### config.mk
export PLATFORM = sky130hd
export DESIGN_NAME = mfp_ram_fifo_controller
export DESIGN_NICKNAME = d
export VERILOG_FILES = /design/src/rtl/mfp_ram_fifo_controller.sv
export SDC_FILE = /design/constraint.sdc
export NUM_CORES = 1
export LEC_CHECK = 0
export CORE_MARGIN = 2
export CORE_UTILIZATION = 40
export CTS_BUF_LIST = sky130_fd_sc_hd__clkbuf_8
export DETAILED_ROUTE_END_ITERATION = 8
export PLACE_DENSITY = 0.77
export RECOVER_POWER = 25
export SLEW_MARGIN = 30
export SYNTH_ARGS = -nofsm -noshare
export SYNTH_HDL_FRONTEND = slang
export SYNTH_SLANG_ARGS = --single-unit
### constraint.sdc
create_clock -name clk -period 2.4 [get_ports clk]
set_clock_uncertainty 0.05 [all_clocks]
set_input_delay 0.36 -clock clk [delete_from_list [all_inputs] [get_ports clk]]
set_output_delay 0.36 -clock clk [all_outputs]
set_load 0.1 [all_outputs]
### src/rtl/mfp_ram_fifo_controller.sv
// FIFO controller around an external simple dual-port RAM with 1-cycle registered read.
// A 2-entry output buffer absorbs the read latency so the stream sustains one word per cycle.
module mfp_ram_fifo_controller #(
    parameter int ADDR_WIDTH = 6,
    parameter int DATA_WIDTH = 32
) (
    input  logic                  clk,
    input  logic                  reset,
    input  logic                  in_valid,
    output logic                  in_ready,
    input  logic [DATA_WIDTH-1:0] in_data,
    output logic                  out_valid,
    input  logic                  out_ready,
    output logic [DATA_WIDTH-1:0] out_data,
    output logic [ADDR_WIDTH+1:0] count,
    output logic [ADDR_WIDTH-1:0] ram_write_addr,
    output logic [DATA_WIDTH-1:0] ram_write_data,
    output logic                  ram_write_enable,
    output logic [ADDR_WIDTH-1:0] ram_read_addr,
    input  logic [DATA_WIDTH-1:0] ram_read_data
);

    localparam logic [ADDR_WIDTH:0] DEPTH   = {1'b1, {ADDR_WIDTH{1'b0}}};
    localparam logic [ADDR_WIDTH:0] PTR_ONE = {{ADDR_WIDTH{1'b0}}, 1'b1};

    logic [ADDR_WIDTH:0]   wr_ptr;
    logic [ADDR_WIDTH:0]   rd_ptr;
    logic [ADDR_WIDTH:0]   ram_count;
    logic                  pending;
    logic [1:0]            occ;
    logic [1:0]            occ_next;
    logic [DATA_WIDTH-1:0] head_data;
    logic [DATA_WIDTH-1:0] tail_data;
    logic                  ram_full;
    logic                  ram_empty;
    logic                  push;
    logic                  pop;
    logic                  issue;

    assign ram_count = wr_ptr - rd_ptr;
    assign ram_full  = (ram_count == DEPTH);
    assign ram_empty = (ram_count == '0);

    assign in_ready  = !reset && !ram_full;
    assign push      = in_valid && in_ready;
    assign out_valid = (occ != 2'd0);
    assign out_data  = head_data;
    assign pop       = out_valid && out_ready;

    // Buffer occupancy once this cycle's capture and pop land; a read is only
    // issued when one slot will still be free for its data next cycle.
    assign occ_next = occ + {1'b0, pending} - {1'b0, pop};
    assign issue    = !ram_empty && (occ_next <= 2'd1);

    assign count = {1'b0, ram_count}
                 + (ADDR_WIDTH+2)'(pending)
                 + (ADDR_WIDTH+2)'(occ);

    assign ram_write_enable = push;
    assign ram_write_addr   = wr_ptr[ADDR_WIDTH-1:0];
    assign ram_write_data   = in_data;
    assign ram_read_addr    = rd_ptr[ADDR_WIDTH-1:0];

    // Stage boundary: pointers, in-flight read flag and buffer occupancy.
    always_ff @(posedge clk or posedge reset) begin
        if (reset) begin
            wr_ptr  <= '0;
            rd_ptr  <= '0;
            pending <= 1'b0;
            occ     <= 2'd0;
        end else begin
            if (push) begin
                wr_ptr <= wr_ptr + PTR_ONE;
            end
            if (issue) begin
                rd_ptr <= rd_ptr + PTR_ONE;
            end
            pending <= issue;
            occ     <= occ_next;
        end
    end

    // Stage boundary: RAM read data lands in the buffer tail, head shifts on pop.
    always_ff @(posedge clk) begin
        case ({pop, pending})
            2'b10: begin
                head_data <= tail_data;
            end
            2'b01: begin
                if (occ == 2'd0) begin
                    head_data <= ram_read_data;
                end else begin
                    tail_data <= ram_read_data;
                end
            end
            2'b11: begin
                if (occ == 2'd1) begin
                    head_data <= ram_read_data;
                end else begin
                    head_data <= tail_data;
                    tail_data <= ram_read_data;
                end
            end
            default: begin
            end
        endcase
    end

endmodule

==> impl_metrics.json <==
{
  "netlist_area_sq_mm": 0.00405,
  "syn_to_final_growth_pct": 46.1,
  "place_hpwl_um": 5820,
  "async_reset_ff_frac": 0.210,
  "io_pins": 155,
  "route.detailed.wl_per_inst_um": 15.7,
  "antenna_left": 0,
  "cts_tree": "built",
  "maxCapViolCount": 0,
  "grt_max_degree": 33,
  "max_slew_margin": 0.365,
  "startpoint_type": "flop",
  "synth-compound-area-share": 0.0648,
  "grt_pass1_wl_um": 13400,
  "fin_crit_sh": 1.31,
  "nets": 481,
  "wirelength_um": 8420,
  "ys_warn_count": 0,
  "place.gp.congestion": 0.790,
  "synthCells": 279,
  "yosysSeqAreaShare": 0.579,
  "max_freq_ghz": 0.319,
  "synth_cell_types": 39,
  "synth_top_family_by_area": "buffers and inverters",
  "hp-class": "flop to flop",
  "stdcell_count": 537,
  "cts_made_buffers": 9,
  "drive_above_1_share": 0.547,
  "grt_pass1_vias": 2716,
  "cts_root_buf": "clkbuf_8",
  "clock_latency_ns": 0.35,
  "drv_slew": 0,
  "start_util": 0.413,
  "antennaDiodeCount": 0,
  "cp.arrival_ns": 2.73,
  "worstMarginPinSlew_ns": 0.952,
  "path_clk_slew_ns": 0.09,
  "drt_iter0_markers": 72,
  "multiInputGateArea_sq_mm": 0.00164,
  "fillers": 760,
  "postPlaceCellArea_sq_mm": 0.00547,
  "synth-simple-area-share": 0.0457,
  "die_w_um": 105,
  "dp_cells": 508,
  "vias_per_cell": 4.76,
  "gr-usage-all-layers": 0.157,
  "htreeDepth": 3,
  "dr.pass1.iters": 4,
  "core_sq_mm": 0.00982,
  "yosys.area.top_type": "edfxtp_1",
  "synth_flop_cell": "edfxtp_1",
  "synth_fa_ha_area_frac": 0.0488,
  "final_cell_mix": "92 x buf_4, 64 x edfxtp_1, 32 x mux2_2",
  "ctsLongestPathBuffers": 2,
  "synth_nets": 361,
  "synth_xor_xnor_area_share": 0.0617,
  "final_common_cell": "buf_4",
  "fp-row-count": 36,
  "status": "finished with violations",
  "die_area_sq_mm": 0.0110,
  "via_count": 2554,
  "grt_setup_unrepaired": "yes",
  "synth_edf_count": 64,
  "io_buffers": 90,
  "final-seq-area_sq_mm": 0.00235,
  "setup.worst_path.class": "flop to output pin",
  "hold_buffers": 0,
  "setup_viol": 24,
  "ys_top_cells_by_area": "edfxtp_1 47%, dfrtp_1 10%, mux2_2 8.9%, buf_4 8.1%, ha_1 3.4%",
  "ys_seq_elements": 81,
  "fin_ws_ns": -0.740,
  "synthMuxAreaShare": 0.0944,
  "yosysTopAreaCellShare": 0.474,
  "violations": "negative setup slack",
  "overflow": 0,
  "crit_path_end_kind": "output pin",
  "required_ns": 1.99,
  "min_period_ns": 3.14,
  "hold_viol": 0,
  "finalInstanceArea_sq_mm": 0.00592,
  "antenna_found_initial": 0,
  "cts_num_sinks": 81,
  "cp_max_fo": 2,
  "fp.dieH_um": 105,
  "finish.utilization": 0.603,
  "drc_errors": 0,
  "synth_area_per_cell_sq_um": 14.5
}
==> cell usage after synthesis (all sizes together) (5+ instances only) <==
| cell | n |
|---|---|
| a21oi | 8 |
| inv | 20 |
| a211oi | 8 |
| ha | 11 |
| dfrtp | 17 |
| nand3 | 5 |
| xnor2 | 16 |
| nor2 | 5 |
| mux2 | 34 |
| xor2 | 10 |
| buf | 45 |
| edfxtp | 64 |
==> sequential cells by signal, indices dropped and copies added (netlist names) <==
register and cells:
occ 2, rd_ptr 7, tail_data 32, pending 1
wr_ptr 7, out_data 32
==> final cells by class <==
| class | count | share of cell area |
|---|---|---|
| Multi-Input combinational cell | 130 | 0.276 |
| Timing Repair Buffer | 157 | 0.256 |
| Tap cell | 133 | 0.0281 |
| Sequential cell | 81 | 0.397 |
| Clock buffer | 9 | 0.0209 |
| Clock inverter | 7 | 0.00909 |
| Inverter | 20 | 0.0133 |
==> per-stage QoR <==
stage	setup TNS (ns)	hold slack [ns]	setup slack (ns)
2_1_floorplan	-7.77	0.244	-0.875
3_3_place_gp	-4.43	0.426	-0.333
3_5_place_dp	-5.76	0.426	-0.361
4_1_cts	-11.32	0.392	-0.736
5_1_grt	-16.49	0.480	-0.905
6_report	-13.30	0.461	-0.740
==> timing repair <==
item                       4_1_cts  5_1_grt
buffers inserted                10        3
cloned                           0        0
setup endpoints to repair       24       24
pin swaps                       21        9
resized for setup               31        4
==> per-layer routing <==
metal  vias up  GRT usage  part of all wire
met4         0     0.0695             0.019
met5         -          0                 0
li1       1190          -                 -
met3        21     0.0405             0.060
met1      1253      0.191              0.42
met2        90      0.262              0.50
==> cells by family (layout without fill, tap and decap cells) <==
logic type                 Yosys count  after routing
muxes                               34             34
xor gates and xnor gates            26             26
and+or+nand+nor                     30             30
DFF                                 81             81
AOI/OAI and AO/OA                   26             26
buffers and inverters               68            193
adders and majority gates           14             14
==> critical path, stage by stage, from the launching register on <==
cell and delay (ns):
dfrtp_1 0.41, inv_2 0.08, ha_4 0.13, inv_2 0.03
fa_2 0.37, a211oi_4 0.28, o31ai_2 0.10, a21oi_2 0.26
buf_4 0.19, xnor2_4 0.07, nor3b_4 0.24, buf_12 0.20
==> worst paths after layout <==
kind / start / end / slack (ns) / cells past startpoint
setup / recovery: wr_ptr[0]$_DFFE_PP0P_ / count[7] / -0.74 / 11
hold / removal: rd_ptr[6]$_DFFE_PP0P_ / rd_ptr[6]$_DFFE_PP0P_ / 0.46 / 1
setup reg to reg: wr_ptr[0]$_DFFE_PP0P_ / rd_ptr[6]$_DFFE_PP0P_ / -0.63 / 16
hold reg to reg: rd_ptr[6]$_DFFE_PP0P_ / rd_ptr[6]$_DFFE_PP0P_ / 0.46 / 1
max in group asynchronous: reset / rd_ptr[0]$_DFFE_PP0P_ / 0.89 / 3
min in group asynchronous: reset / wr_ptr[1]$_DFFE_PP0P_ / 0.77 / 3
Power is not shown: default switching activity piles up to over one toggle a cycle in this logic, so the estimate is an artifact.
